[src/rtl/popcount_pkg.sv]
// Shared types and default widths for the popcount frame accumulator.
package popcount_pkg;

    typedef enum logic {
        ACCUM = 1'b0,
        HOLD  = 1'b1
    } state_e;

    localparam int DEF_DATAWIDTH = 16;
    localparam int DEF_ACCWIDTH  = 16;

endpackage

[src/rtl/popcount_frame_acc_sat_add.sv]
// Unsigned adder that clips at all-ones and flags when clipping happened.
module sat_add #(
    parameter int WIDTH = 16
) (
    input  logic [WIDTH-1:0] a,
    input  logic [WIDTH-1:0] b,
    output logic [WIDTH-1:0] sum,
    output logic             ovf
);

    logic [WIDTH:0] raw;

    always_comb begin
        raw = {1'b0, a} + {1'b0, b};
        ovf = raw[WIDTH];
        sum = raw[WIDTH] ? '1 : raw[WIDTH-1:0];
    end

endmodule

[src/rtl/popcount_frame_acc.sv]
// Accumulates per-word ones counts into frame totals and holds each result
// until the downstream consumer takes it.
module popcount_frame_acc
    import popcount_pkg::*;
#(
    parameter int DATAWIDTH = DEF_DATAWIDTH,
    parameter int CNTWIDTH  = $clog2(DATAWIDTH) + 1,
    parameter int ACCWIDTH  = DEF_ACCWIDTH
) (
    input  logic                i_clk,
    input  logic                i_rst,
    input  logic                i_Valid,
    input  logic [CNTWIDTH-1:0] i_Count,
    input  logic                i_Last,
    output logic                o_Ready,
    output logic                o_FrameValid,
    output logic [ACCWIDTH-1:0] o_FrameOnes,
    output logic [ACCWIDTH-1:0] o_FrameWords,
    output logic                o_Saturated,
    input  logic                i_FrameReady
);

    localparam logic [CNTWIDTH-1:0] MAX_CNT  = CNTWIDTH'(DATAWIDTH);
    localparam logic [ACCWIDTH-1:0] ONE_WORD = {{(ACCWIDTH-1){1'b0}}, 1'b1};

    state_e              state_q, state_d;
    logic                ready_q, ready_d;
    logic                valid_q, valid_d;
    logic [ACCWIDTH-1:0] frame_ones_q, frame_ones_d;
    logic [ACCWIDTH-1:0] frame_words_q, frame_words_d;
    logic                frame_sat_q, frame_sat_d;
    logic [ACCWIDTH-1:0] ones_acc_q, ones_acc_d;
    logic [ACCWIDTH-1:0] words_acc_q, words_acc_d;
    logic                sticky_q, sticky_d;

    logic [CNTWIDTH-1:0] count_clamped;
    logic [ACCWIDTH-1:0] count_ext;
    logic [ACCWIDTH-1:0] ones_sum;
    logic [ACCWIDTH-1:0] words_sum;
    logic                ones_ovf;
    logic                words_ovf;
    logic                accept;
    logic                sat_now;

    always_comb begin
        count_clamped = (i_Count > MAX_CNT) ? MAX_CNT : i_Count;
        count_ext     = ACCWIDTH'(count_clamped);
    end

    sat_add #(
        .WIDTH(ACCWIDTH)
    ) u_ones_add (
        .a   (ones_acc_q),
        .b   (count_ext),
        .sum (ones_sum),
        .ovf (ones_ovf)
    );

    sat_add #(
        .WIDTH(ACCWIDTH)
    ) u_words_add (
        .a   (words_acc_q),
        .b   (ONE_WORD),
        .sum (words_sum),
        .ovf (words_ovf)
    );

    assign accept  = i_Valid & ready_q;
    assign sat_now = sticky_q | ones_ovf | words_ovf;

    always_comb begin
        state_d       = state_q;
        valid_d       = valid_q;
        frame_ones_d  = frame_ones_q;
        frame_words_d = frame_words_q;
        frame_sat_d   = frame_sat_q;
        ones_acc_d    = ones_acc_q;
        words_acc_d   = words_acc_q;
        sticky_d      = sticky_q;

        case (state_q)
            ACCUM: begin
                if (accept) begin
                    if (i_Last) begin
                        // Final beat is folded straight into the published result.
                        frame_ones_d  = ones_sum;
                        frame_words_d = words_sum;
                        frame_sat_d   = sat_now;
                        valid_d       = 1'b1;
                        ones_acc_d    = '0;
                        words_acc_d   = '0;
                        sticky_d      = 1'b0;
                        state_d       = HOLD;
                    end else begin
                        ones_acc_d  = ones_sum;
                        words_acc_d = words_sum;
                        sticky_d    = sat_now;
                    end
                end
            end
            HOLD: begin
                if (i_FrameReady) begin
                    valid_d = 1'b0;
                    state_d = ACCUM;
                end
            end
            default: state_d = ACCUM;
        endcase

        ready_d = (state_d == ACCUM);
    end

    always_ff @(posedge i_clk) begin
        if (i_rst) begin
            state_q       <= ACCUM;
            ready_q       <= 1'b1;
            valid_q       <= 1'b0;
            frame_ones_q  <= '0;
            frame_words_q <= '0;
            frame_sat_q   <= 1'b0;
            ones_acc_q    <= '0;
            words_acc_q   <= '0;
            sticky_q      <= 1'b0;
        end else begin
            state_q       <= state_d;
            ready_q       <= ready_d;
            valid_q       <= valid_d;
            frame_ones_q  <= frame_ones_d;
            frame_words_q <= frame_words_d;
            frame_sat_q   <= frame_sat_d;
            ones_acc_q    <= ones_acc_d;
            words_acc_q   <= words_acc_d;
            sticky_q      <= sticky_d;
        end
    end

    assign o_Ready      = ready_q;
    assign o_FrameValid = valid_q;
    assign o_FrameOnes  = frame_ones_q;
    assign o_FrameWords = frame_words_q;
    assign o_Saturated  = frame_sat_q;

endmodule

[config.mk]
export PLATFORM = sky130hd
export DESIGN_NAME = popcount_frame_acc
export DESIGN_NICKNAME = d
export VERILOG_FILES = /design/src/rtl/popcount_pkg.sv /design/src/rtl/popcount_frame_acc_sat_add.sv /design/src/rtl/popcount_frame_acc.sv
export SDC_FILE = /design/constraint.sdc
export NUM_CORES = 1
export LEC_CHECK = 0
export ABC_AREA = 1
export CAP_MARGIN = 20
export CORE_ASPECT_RATIO = 1.4
export CORE_MARGIN = 2
export CORE_UTILIZATION = 35
export DETAILED_ROUTE_END_ITERATION = 8
export GPL_TIMING_DRIVEN = 0
export PLACE_DENSITY = 0.57
export SYNTH_ARGS = -nofsm -noshare
export SYNTH_HDL_FRONTEND = slang
export SYNTH_SLANG_ARGS = --single-unit
[constraint.sdc]
create_clock -name i_clk -period 6.35 [get_ports i_clk]
set_input_delay 0.9525 -clock i_clk [delete_from_list [all_inputs] [get_ports i_clk]]
set_output_delay 0.9525 -clock i_clk [all_outputs]
set_load 0.01 [all_outputs]
**Word-level counts from Yosys, hierarchy flattened**

Cells that the tools add are included.

- Flip-flop bits (word level): 69
- Output and inout bits: 35
- Bits of input ports: 10
- Logic and storage cells: 37

- Add/sub/neg operators: 2
- Equal/unequal tests: 3
- Magnitude comparators: 1
- Bitwise gates (word level): 5
- Reductions and logical operators: 3
- Multiplexer cells: 14

Operator list:

| cell | number |
|---|---|
| 16-bit 2-to-1 mux | 4 |
| 16-bit by 1-bit adder with 17-bit output (second input constant) | 1 |
| 16-bit by 5-bit adder with 17-bit output | 1 |
| 1-bit 2-to-1 mux | 7 |
| 2-bit inequality test (second input constant) | 3 |
| 3-bit AND reduction | 2 |
| 5-bit > comparator (second input constant) | 1 |
| 5-bit 2-to-1 mux | 1 |
| 1-bit one-hot mux with 2 select lines | 2 |
| 1-bit inverter | 2 |
| 1-bit bitwise OR | 2 |
| 2-bit AND reduction | 1 |
| 1-bit AND | 1 |

**Depth between registers and ports, before layout**

- Depth in word-level cells: 6
- Gate-level depth with buffers: 15
- Mapped depth without buffers: 15

**By module**

Synthesis repeated with hierarchy kept, for this count alone.

- Cells, all modules: 832
- Area, all modules: 5136.2 µm²

Modules (own cells, without submodules):

| module | area an instance (µm²) | cells each | instances | sequential area each (µm²) |
|---|---|---|---|---|
| popcount_frame_acc | 2874.0 | 387 | 1 | 1381.3 |
| sat_add at u_words_add | 1136.1 | 224 | 1 | 0.0 |
| sat_add at u_ones_add | 1126.1 | 221 | 1 | 0.0 |

**Worst setup path after synthesis**

No wires, ideal clock.

- Kind: input to register
- From: input port i_Count[2]
- To: register frame_sat_q (netlist: o_Saturated)
- Library setup time: 115 ps
- Buffers on the path: 1
- Stages: 15
- Data arrival time: 2671 ps
- Path slack: 3563 ps
- Required time: 6235 ps
- Path through: inv_1 nand3_1 o21a_1 nor2_1 ha_1 fa_1 nand2_1 nand2_1 nand3_1 nand2_2 nand3_4 buf_6 nand3b_1 o21ai_0 inv_1

- Longest elaborated chain between the ends: 5

RTL lines:

| element | RTL line | source |
|---|---|---|
| start, declared | popcount_frame_acc.sv:13 | `input logic [CNTWIDTH-1:0] i_Count,` |
| 5-bit > comparator | popcount_frame_acc.sv:46 | `count_clamped = (i_Count > MAX_CNT) ? MAX_CNT : i_Count;` |
| 5-bit 2-to-1 mux (*) | popcount_frame_acc.sv:46 |  |
| 16-bit by 5-bit adder with 17-bit output (*) | popcount_frame_acc_sat_add.sv:14 | `raw = {1'b0, a} + {1'b0, b};` |
| 1-bit bitwise OR (*) (2 in series) | popcount_frame_acc.sv:69 | `assign sat_now = sticky_q \| ones_ovf \| words_ovf;` |
| end signal, assigned | popcount_frame_acc.sv:130 | `frame_sat_q <= frame_sat_d;` |
| end, declared | popcount_frame_acc.sv:31 | `logic frame_sat_q, frame_sat_d;` |

Every way passes the cells marked *; elsewhere a longest branch is shown, timed or not.
A chain may end at the register's enable or synchronous reset.

**Worst setup path after layout**

- From: input port i_Count[3]
- To: register ones_acc_q[5]

- Longest elaborated chain between the ends: 5

RTL lines:

| element | RTL line | source |
|---|---|---|
| 5-bit > comparator | popcount_frame_acc.sv:46 |  |
| 5-bit 2-to-1 mux (*) | popcount_frame_acc.sv:46 |  |
| 16-bit by 5-bit adder with 17-bit output (*) | popcount_frame_acc_sat_add.sv:14 |  |
| 16-bit 2-to-1 mux (*) | popcount_frame_acc_sat_add.sv:16 | `sum = raw[WIDTH] ? '1 : raw[WIDTH-1:0];` |
| 16-bit 2-to-1 mux (*) | popcount_frame_acc.sv:84 | `if (i_Last) begin` |
| end signal, assigned | popcount_frame_acc.sv:131 | `ones_acc_q <= ones_acc_d;` |
| end, declared | popcount_frame_acc.sv:32 | `logic [ACCWIDTH-1:0] ones_acc_q, ones_acc_d;` |

Marks and branches as above.

==> out/results.ini <==
[run_status]
outcome = finished, final reports clean

[clocking]
cts_resized = 0
cts_buffer_depth = 2
cts_sinks = 69
cts-root-buf = clkbuf_16
clk_latency_ns = 0.33
post_cts_buffers = 0
postCtsHoldBufs = 0
ctsHtreeMaxLevel = 3
clkTransAtPathRegs_ns = 0.06
cts_made_buffers = 9
cts_tree = done

[pwr]
seqPwrFrac = 0.412
p_sw_uw = 275
swShare = 0.245
power.density_nw_per_um2 = 249
clkPwrFrac = 0.477
vdd_ir_drop_max_v = 0.000134
combPwrFrac = 0.112
intPower_uw = 847
p_leak_uw = 0.00192

[finish]
nets = 608
post-route-util = 0.452
instances_no_fill = 731
antenna_cells = 0
syn_to_final_growth_pct = 25.5
drive_gt1_frac = 0.0889

[global_route]
grt.met1_usage = 0.217
grt_usage = 0.187
use_met3 = 0.0338
grt.busiest_layer = met2
grt_pass1_vias = 3335
antenna_found_initial = 0
grt_pass1_wl_mm = 15.9
grt_max_degree = 13
overflow = 0
grtUsageMet2 = 0.326

[timing]
max_freq_mhz = 308
period_share = 0.511
setup_viol = 0
slew_headroom = 0.591
fin_crit_ns = 3.25
hold_violations = 0
fin_tns_setup_ns = 0
rsz0062_at_grt = false
worst_pin_slew_ns = 0.613
slew_viol_final = 0
fin_skew_ns = 0.00634

[yosys]
synth_top_family_by_area = simple AND/OR/NAND/NOR gates
seq_area_frac_synth = 0.386
syn-num-nets = 554
synth_warnings = 0
synth-compound-area-share = 0.126
async_reset_ff_frac = 0
syn_inst = 537
synth_ff_type = dfxtp_1
synthMuxAreaShare = 0
synth-simple-area-share = 0.349
syn_avg_cell_area_um2 = 6.67
ys_types = 29
synth_xor_area_frac = 0.0196
synth_fa_ha_area_frac = 0.0265
synth_edf_count = 0
synth-seq-cells = 69
netlist_area_um2 = 3580

[floorplanning]
die_w_um = 89.5
initial_core_util = 0.360
die-area_um2 = 11100
coreArea_um2 = 9950
io_pins = 45
num_rows = 43
die_y_um = 124

[setup_path]
cp-start-kind = input port
slowest_stage = clkdlybuf4s50_1
end_kind = flop
path_cells = clkdlybuf4s50_1 -> inv_1 -> nand3_1 -> o21a_1 -> nor2_1 -> ha_1 -> fa_1 -> nand2_1 -> nand2_1 -> nand3_1 -> nand2_2 -> nand3_4 -> buf_6 -> nand3_1 -> nand2_1 -> a21oi_1
crit_type = input port to flop
cp.arrival_ns = 3.44
max_stage_delay_ns = 0.45
crit_fanout = 10
cp.required_ns = 6.54

[detailed_routing]
ant_nets = 0
first_pass_iters = 5
vias = 3515
vias_per_cell = 4.81
drt-total-wl_mm = 9.52
drc = 0
avgRoutedWirePerCell_um = 13.0
detail_route.iter0.violations = 174

[placed_design]
dp_cells = 715
gp_congestion = 0.918
port_buffers = 43
dp_hpwl_mm = 7.22

[flow_run]
maxCapViolCount = 0

[min_path]
hold_class = flop to flop

## state kept, by name, indices dropped and copies added, names as in the netlist
register,cells
ones_acc_q,16
o_Ready,1
state_q,1
words_acc_q,16
o_FrameOnes,16
sticky_q,1
o_Saturated,1
o_FrameValid,1
o_FrameWords,16
## worst paths after layout
kind	start	end	slack (ns)	cells after the start
worst min-delay path	sticky_q$_SDFFE_PP0P_	sticky_q$_SDFFE_PP0P_	0.46	2
worst max register to register	ones_acc_q[0]$_SDFFE_PP0P_	ones_acc_q[5]$_SDFFE_PP0P_	4.18	11
worst max-delay path	i_Count[3]	ones_acc_q[5]$_SDFFE_PP0P_	3.10	16
worst min register to register	sticky_q$_SDFFE_PP0P_	sticky_q$_SDFFE_PP0P_	0.46	2
## power groups by stage
stage	sequential [uW]	combinational (uW)	clock, uW
4_1_cts	462	127	543
6_report	462	125	535
3_5_place_dp	471	126	0
3_3_place_gp	471	125	0
5_1_grt	464	141	563
2_1_floorplan	477	60.3	0
## cell families after synthesis
| kind of cell | count (synthesis) |
|---|---|
| and+or+nand+nor | 286 |
| AOI/OAI and AO/OA | 84 |
| buffers and inverters | 83 |
| DFF | 69 |
| xor gates and xnor gates | 8 |
| adders and majority gates | 7 |
## per-stage QoR
| step | setup WS [ns] | hold slack, ns | total power [uW] | cell area [um2] |
|---|---|---|---|---|
| 3_5_place_dp | 2.80 | 0.453 | 598 | 4180 |
| 5_1_grt | 2.87 | 0.499 | 1170 | 4500 |
| 2_1_floorplan | 3.56 | 0.440 | 538 | 3580 |
| 4_1_cts | 3.13 | 0.462 | 1130 | 4500 |
| 6_report | 3.10 | 0.463 | 1120 | 4500 |
| 3_3_place_gp | 2.79 | 0.445 | 596 | 4180 |
## cell usage in the layout (no fill, tap or decap), types with 5 or more instances in the layout
cell type        count
nand2_1            128
nor2_1              86
dfxtp_1             69
inv_1               58
clkdlybuf4s50_1     43
nand3_1             40
o21ai_0             40
a21oi_1             35
clkbuf_1            14
clkbuf_16            9
nand2_2              6
nand3_2              6
xor2_1               6
buf_2                6
a21oi_2              6
ha_1                 6
nand4_1              5
## worst max-delay path, delay by kind of cell
kind | cells | cell delay (ns)
and+or+nand+nor | 9 | 0.95
buffers and inverters | 3 | 0.67
adders and majority gates | 2 | 0.63
AOI/OAI and AO/OA | 2 | 0.22
## metal layers
metal	wire length, um	part of all wire	up-vias
li1	-	-	1810
met1	3970	0.42	1615
met2	4960	0.52	69
met3	284	0.030	21
met4	313	0.033	0
met5	0	0	-
## synthesized netlist by cell type, types with 2 or more instances
cell / number / area (um2)
a21oi_2: 6 / 52.6
clkbuf_1: 14 / 52.6
o21bai_1: 2 / 15.0
a21oi_1: 35 / 175
nand2_1: 128 / 480
inv_2: 3 / 11.3
xnor2_1: 2 / 17.5
buf_2: 6 / 30.0
o21ai_0: 40 / 200
nand3_1: 40 / 200
xor2_1: 6 / 52.6
nor2_1: 86 / 323
nand3_2: 6 / 60.1
buf_6: 2 / 22.5
nor2_4: 2 / 22.5
nand4_1: 5 / 31.3
inv_1: 58 / 218
nor3_1: 4 / 20.0
dfxtp_1: 69 / 1380
nor3_2: 2 / 20.0
ha_1: 6 / 75.1
nand2_2: 6 / 37.5
or2_2: 3 / 18.8
## final cells by class
type | instances | area, um2
Clock buffer | 9 | 225
Sequential cell | 69 | 1380
Buffer | 22 | 105
Inverter | 61 | 229
Clock inverter | 7 | 90.1
Tap cell | 135 | 169
Fill cell | 1027 | 5460
Multi-Input combinational cell | 385 | 1870
Timing Repair Buffer | 43 | 430
No activity file was read; power rests on OpenSTA's default activity.
==> RTL edit 1 (config.mk and constraints unchanged) <==
Make the reset (`i_rst`) asynchronous in one clocked block.
--- a/src/rtl/popcount_frame_acc.sv
+++ b/src/rtl/popcount_frame_acc.sv
@@ -112,3 +112,3 @@
 
-    always_ff @(posedge i_clk) begin
+    always_ff @(posedge i_clk or posedge i_rst) begin
         if (i_rst) begin
Formal check against the unedited RTL: differs if i_rst is asserted again (counterexample within 4 cycles, from zero or initial values and one cycle with i_rst high); with i_rst held inactive, the same outputs for 4 cycles.
==> RTL edit 1 against the unedited design <==
Setup slack gained 160 ps; synthesized area grew 3.6%; routed wire length shrank 3.0%; final area grew 4.1%; via count shrank 5.3%; first-iteration DRC count shrank 9.2%; sequential cell count is the same; critical path type unchanged; largest cell class unchanged; highest routed layer unchanged.
Power is not compared: it rests on default switching activity, and its combinational part moved more than twofold at a synthesized area within 25%.
==> RTL edit 1: results (changes against the unedited design) <==
Detailed routing
  • First drt pass iteration count: 4 (-1)
  • Met1 wire length: 4060 um (+2.3%)
  • Drt initial violations: 158 (-9.2%)
  • Met3 wire length: 308 um (+8.5%)
  • Vias per cell: 4.74 (-1.4%)
  • Met2 Wirelength: 4670 um (-5.8%)
  • Total wire length: 9240 um (-3.0%)

Synth
  • Syn_nets: 520 (-6.1%)
  • Synth Area in XOR/XNOR: 1.18% (-0.78 points)
  • Top cell type's share of synthesized area: 45.9% (+7.3 points)
  • Main flop type after synthesis: dfrtp_1
  • Cell variety after synth: 31 (+6.9%)
  • FFs w/ async S/R, synth: 100% (+100 points)
  • Top post-synthesis cells by count: nand2_1, dfrtp_1, nand3_1
  • Sequential area share after synthesis: 46.6% (+8.0 points)
  • Ranking of synthesized cells by area: dfrtp_1, nand2_1, nand3_1
  • Area share of fa/ha/maj cells after synthesis: 2.56% (-0.092 points)
  • Compound-Gate Fraction of Synth Area: 4.18% (-8.4 points)

Finish
  • Total of fill cells in the finished design: 1092 (+6.3%)
  • Share of cells above drive strength 1: 9.40% (+0.50 points)
  • Nets: 576 (-5.3%)

STA
  • Setup Skew: 5.66 ps (-0.671 ps)
  • Slew @ Worst Pin: 557 ps (-56.2 ps)

Clocking
  • Post-CTS Resized: 0 (unchanged)
  • Clock Path Buffers: 2 (unchanged)

Min path
  • HP Class: reg -> reg
  • Hold Path Depth: 2 (unchanged)

GRT
  • Vias in the first global route: 3316 (-0.57%)
  • GRT Total Usage: 17.3% (-1.3 points)
  • Global-route wire length before repair: 15900 um (+0.21%)
  • Largest net degree at the start of global routing: 44 (+31)

Status
  • Outcome: completed

Power
  • Switching power: 0.000377 W
  • Maximum vdd drop: 134 uV

Place
  • Pre-CTS worst setup slack: 2910 ps (+110 ps)
  • Number of port buffers: 44 (+2.3%)
  • GPL Wtd Cong: 0.894 (-2.5%)
  • Dpl hpwl: 6750 um (-6.5%)

Worst setup path
  • Arrival time worst endpoint: 3310 ps (-130 ps)
  • Slowest stage cell on the critical path: clkdlybuf4s50_1
RTL edit 1: metrics by stage:
step           area (um2)  instances
3_5_place_dp         4350        686
3_3_place_gp         4320        685
6_report             4680        702
4_1_cts              4680        702
2_1_floorplan        3710        503
5_1_grt              4680        702
RTL edit 1: routing by layer:
metal | vias up | track usage [%]
li1 | 1704 | -
met1 | 1551 | 20.0
met2 | 61 | 30.9
met3 | 13 | 3.89
met4 | 0 | 7.04
met5 | - | 0
RTL edit 1: kinds of logic after synthesis:
logic type | after synthesis
buf+inv | 57
fa+ha+maj | 7
simple gates | 336
compound gates | 29
flops | 69
xor+xnor | 5
RTL edit 1: power groups by stage:
stage	sequential, W	combinational, W	clock, W
4_1_cts	0.000532	0.000290	0.000561
6_report	0.000531	0.000285	0.000548
5_1_grt	0.000540	0.000319	0.000579
2_1_floorplan	0.000549	0.000154	0
3_5_place_dp	0.000539	0.000289	0
3_3_place_gp	0.000537	0.000283	0
RTL edit 1: cell type report:
class | count | area, um2 | area share [%]
inverters | 43 | 164 | 3.50
repair buffers | 45 | 468 | 10.0
well taps | 138 | 173 | 3.69
clock inverters | 4 | 70.1 | 1.50
clock buffers | 12 | 256 | 5.48
flip-flops and latches | 69 | 1730 | 36.9
multi-input cells | 377 | 1740 | 37.1
plain buffers | 14 | 83.8 | 1.79
RTL edit 1: path summary, 6_finish.rpt:
check	from	to	slack [ps]
min in group asynchronous	i_rst	words_acc_q[15]$_DFFE_PP0P_	950
worst min register to register	o_FrameOnes[9]$_DFFE_PP0P_	o_FrameOnes[9]$_DFFE_PP0P_	470
worst max-delay path	i_Count[3]	ones_acc_q[4]$_DFFE_PP0P_	3260
worst min-delay path	o_FrameOnes[9]$_DFFE_PP0P_	o_FrameOnes[9]$_DFFE_PP0P_	470
worst max register to register	ones_acc_q[0]$_DFFE_PP0P_	ones_acc_q[4]$_DFFE_PP0P_	4290
max in group asynchronous	i_rst	ones_acc_q[4]$_DFFE_PP0P_	4860
RTL edit 1: critical path, delay by kind of cell:
family | cells | cell delay [ps]
AND/OR/NAND/NOR | 10 | 880
buffers and inverters | 3 | 680
adder cells (fa/ha/maj) | 2 | 630
AO/OA/AOI/OAI | 1 | 160
==> RTL edit 2 (same flow settings) <==
Made on the original files. Change the package constant `DEF_DATAWIDTH` from 16 to 32.
--- a/src/rtl/popcount_pkg.sv
+++ b/src/rtl/popcount_pkg.sv
@@ -8,3 +8,3 @@
 
-    localparam int DEF_DATAWIDTH = 16;
+    localparam int DEF_DATAWIDTH = 32;
     localparam int DEF_ACCWIDTH  = 16;
Ports: changed (resized i_Count); port bits go from 45 to 46. The function was not compared with the original's and may differ.
==> RTL edit 2 against the unedited design <==
Routed wire length is 1.4% higher; final area increased by 5.1%; utilization grew 0.23 points; sequential cell count did not move; total power up 5.9%; setup slack improved by 83 ps; synthesized area up 4.8%; global-route usage down 1.1 points.
==> RTL edit 2: results (changes against the unedited design) <==
Synth
  • Syn_nets: 564 (+1.8%)
  • Combinational family with the most area after synthesis: simple AND/OR/NAND/NOR gates
  • Synth Warn #: 0 (unchanged)
  • Ranking of synthesized cells by area: dfxtp_1, nand2_1, nor2_1
  • Sequential area share after synthesis: 36.8% (-1.7 points)
  • Compound-Gate Fraction of Synth Area: 12.9% (+0.30 points)
  • Top post-synthesis cells by count: nand2_1, nor2_1, dfxtp_1
  • Area share of fa/ha/maj cells after synthesis: 2.87% (+0.21 points)
  • Synth Area in XOR/XNOR: 2.33% (+0.38 points)
  • Cell variety after synth: 37 (+28%)

Place
  • GPL Wtd Cong: 0.929 (+1.2%)
  • Dpl hpwl: 7420 um (+2.8%)
  • Number of port buffers: 44 (+2.3%)
  • Pre-CTS worst setup slack: 2820 ps (+20.3 ps)

Clocking
  • Post-CTS Resized: 0 (unchanged)
  • Worst-skew pair later-pin latency: 330 ps (about the same)
  • Clock Path Buffers: 2 (unchanged)
  • CTS Buf Count: 9 (unchanged)
  • Clk slew on worst S/H paths: 60 ps (about the same)

Power
  • Maximum vdd drop: 116 uV (-14%)
  • Internal cell power: 0.000914 W (+7.9%)
  • Leakage: 2.10 nW (+9.8%)

STA
  • Setup Skew: 7.42 ps (+1.08 ps)
  • Worst Hold Margin: 464 ps (+0.806 ps)
  • Fmax: 0.316 GHz (+2.6%)
  • Fin. Hold Viols: 0 (unchanged)
  • Worst slew margin: 55.5% (-3.7 points)

Worst setup path
  • Arrival time worst endpoint: 3390 ps (-50 ps)
  • Worst setup startpoint: i_Count[5]
  • R2r setup slk: 4270 ps (+90 ps)
  • RR Endpoint: o_Saturated$_SDFFE_PP0P_

Detailed routing
  • Via count: 3498 (-0.48%)
  • WL/cell: 13.0 um (-0.21%)
  • First drt pass iteration count: 4 (-1)
  • Drt initial violations: 107 (-39%)

Finish
  • # diodes: 0 (unchanged)
  • Nets: 619 (+1.8%)
  • Share of cells above drive strength 1: 12.9% (+4.0 points)

Min path
  • WHS Endpoint: o_FrameValid$_SDFFE_PP0P_
  • Hold Path Depth: 2 (unchanged)
  • HP Class: reg -> reg
  • Hold wc startpoint: o_FrameValid$_SDFFE_PP0P_

Status
  • Outcome: completed

GRT
  • Vias in the first global route: 3415 (+2.4%)
  • Global-route wire length before repair: 16000 um (+1.2%)
  • GRT Total Usage: 17.6% (-1.1 points)
## RTL edit 2: cell count changes after synthesis, sizes merged, moves of 3 or more
cell    delta
nor2       -3
nand2     +12
nand3     -12
a21oi      -5
nand3b     +4
inv        +5
a31oi      +3
## RTL edit 2: power by group through the flow
stage	Combinational (W)	Sequential [W]	Clock (W)
after floorplan	0.0000658	0.000478	0
after global placement	0.000132	0.000471	0
after detailed placement	0.000133	0.000472	0
after CTS	0.000133	0.000463	0.000605
after global routing	0.000147	0.000465	0.000625
final	0.000131	0.000462	0.000595
## RTL edit 2: final cells by class
cell class                      instances  area [um2]
Tap cell                              138         173
Fill cell                            1059        5680
Buffer                                 22         111
Clock buffer                           11         253
Sequential cell                        69        1380
Inverter                               66         248
Multi-Input combinational cell        388        2010
Clock inverter                          5         106
Timing Repair Buffer                   44         440
## RTL edit 2: per-stage QoR
step,cell area [um2],instances
finish,4720,743
global route,4720,743
CTS,4720,743
detailed placement,4370,727
global placement,4370,727
floorplan,3750,545
## RTL edit 2: worst max-delay path, cell delays in order
cell and delay (ps):
clkdlybuf4s50_1 560, o21ai_0 110, inv_1 80, nor2_1 40, ha_1 220, fa_1 390
nand2_1 100, nand2_1 80, nand2_2 120, o21ai_4 90, nand2_4 110, buf_6 190
nand3b_4 100, o21ai_0 160, inv_1 50
## RTL edit 2: metal layers
| metal | track usage (%) | up-vias | share of wire (%) |
|---|---|---|---|
| met5 | 0 | - | 0 |
| met4 | 7.04 | 0 | 1.7 |
| met3 | 3.56 | 12 | 2.9 |
| met2 | 33.1 | 58 | 54 |
| met1 | 18.8 | 1599 | 41 |
| li1 | - | 1829 | - |
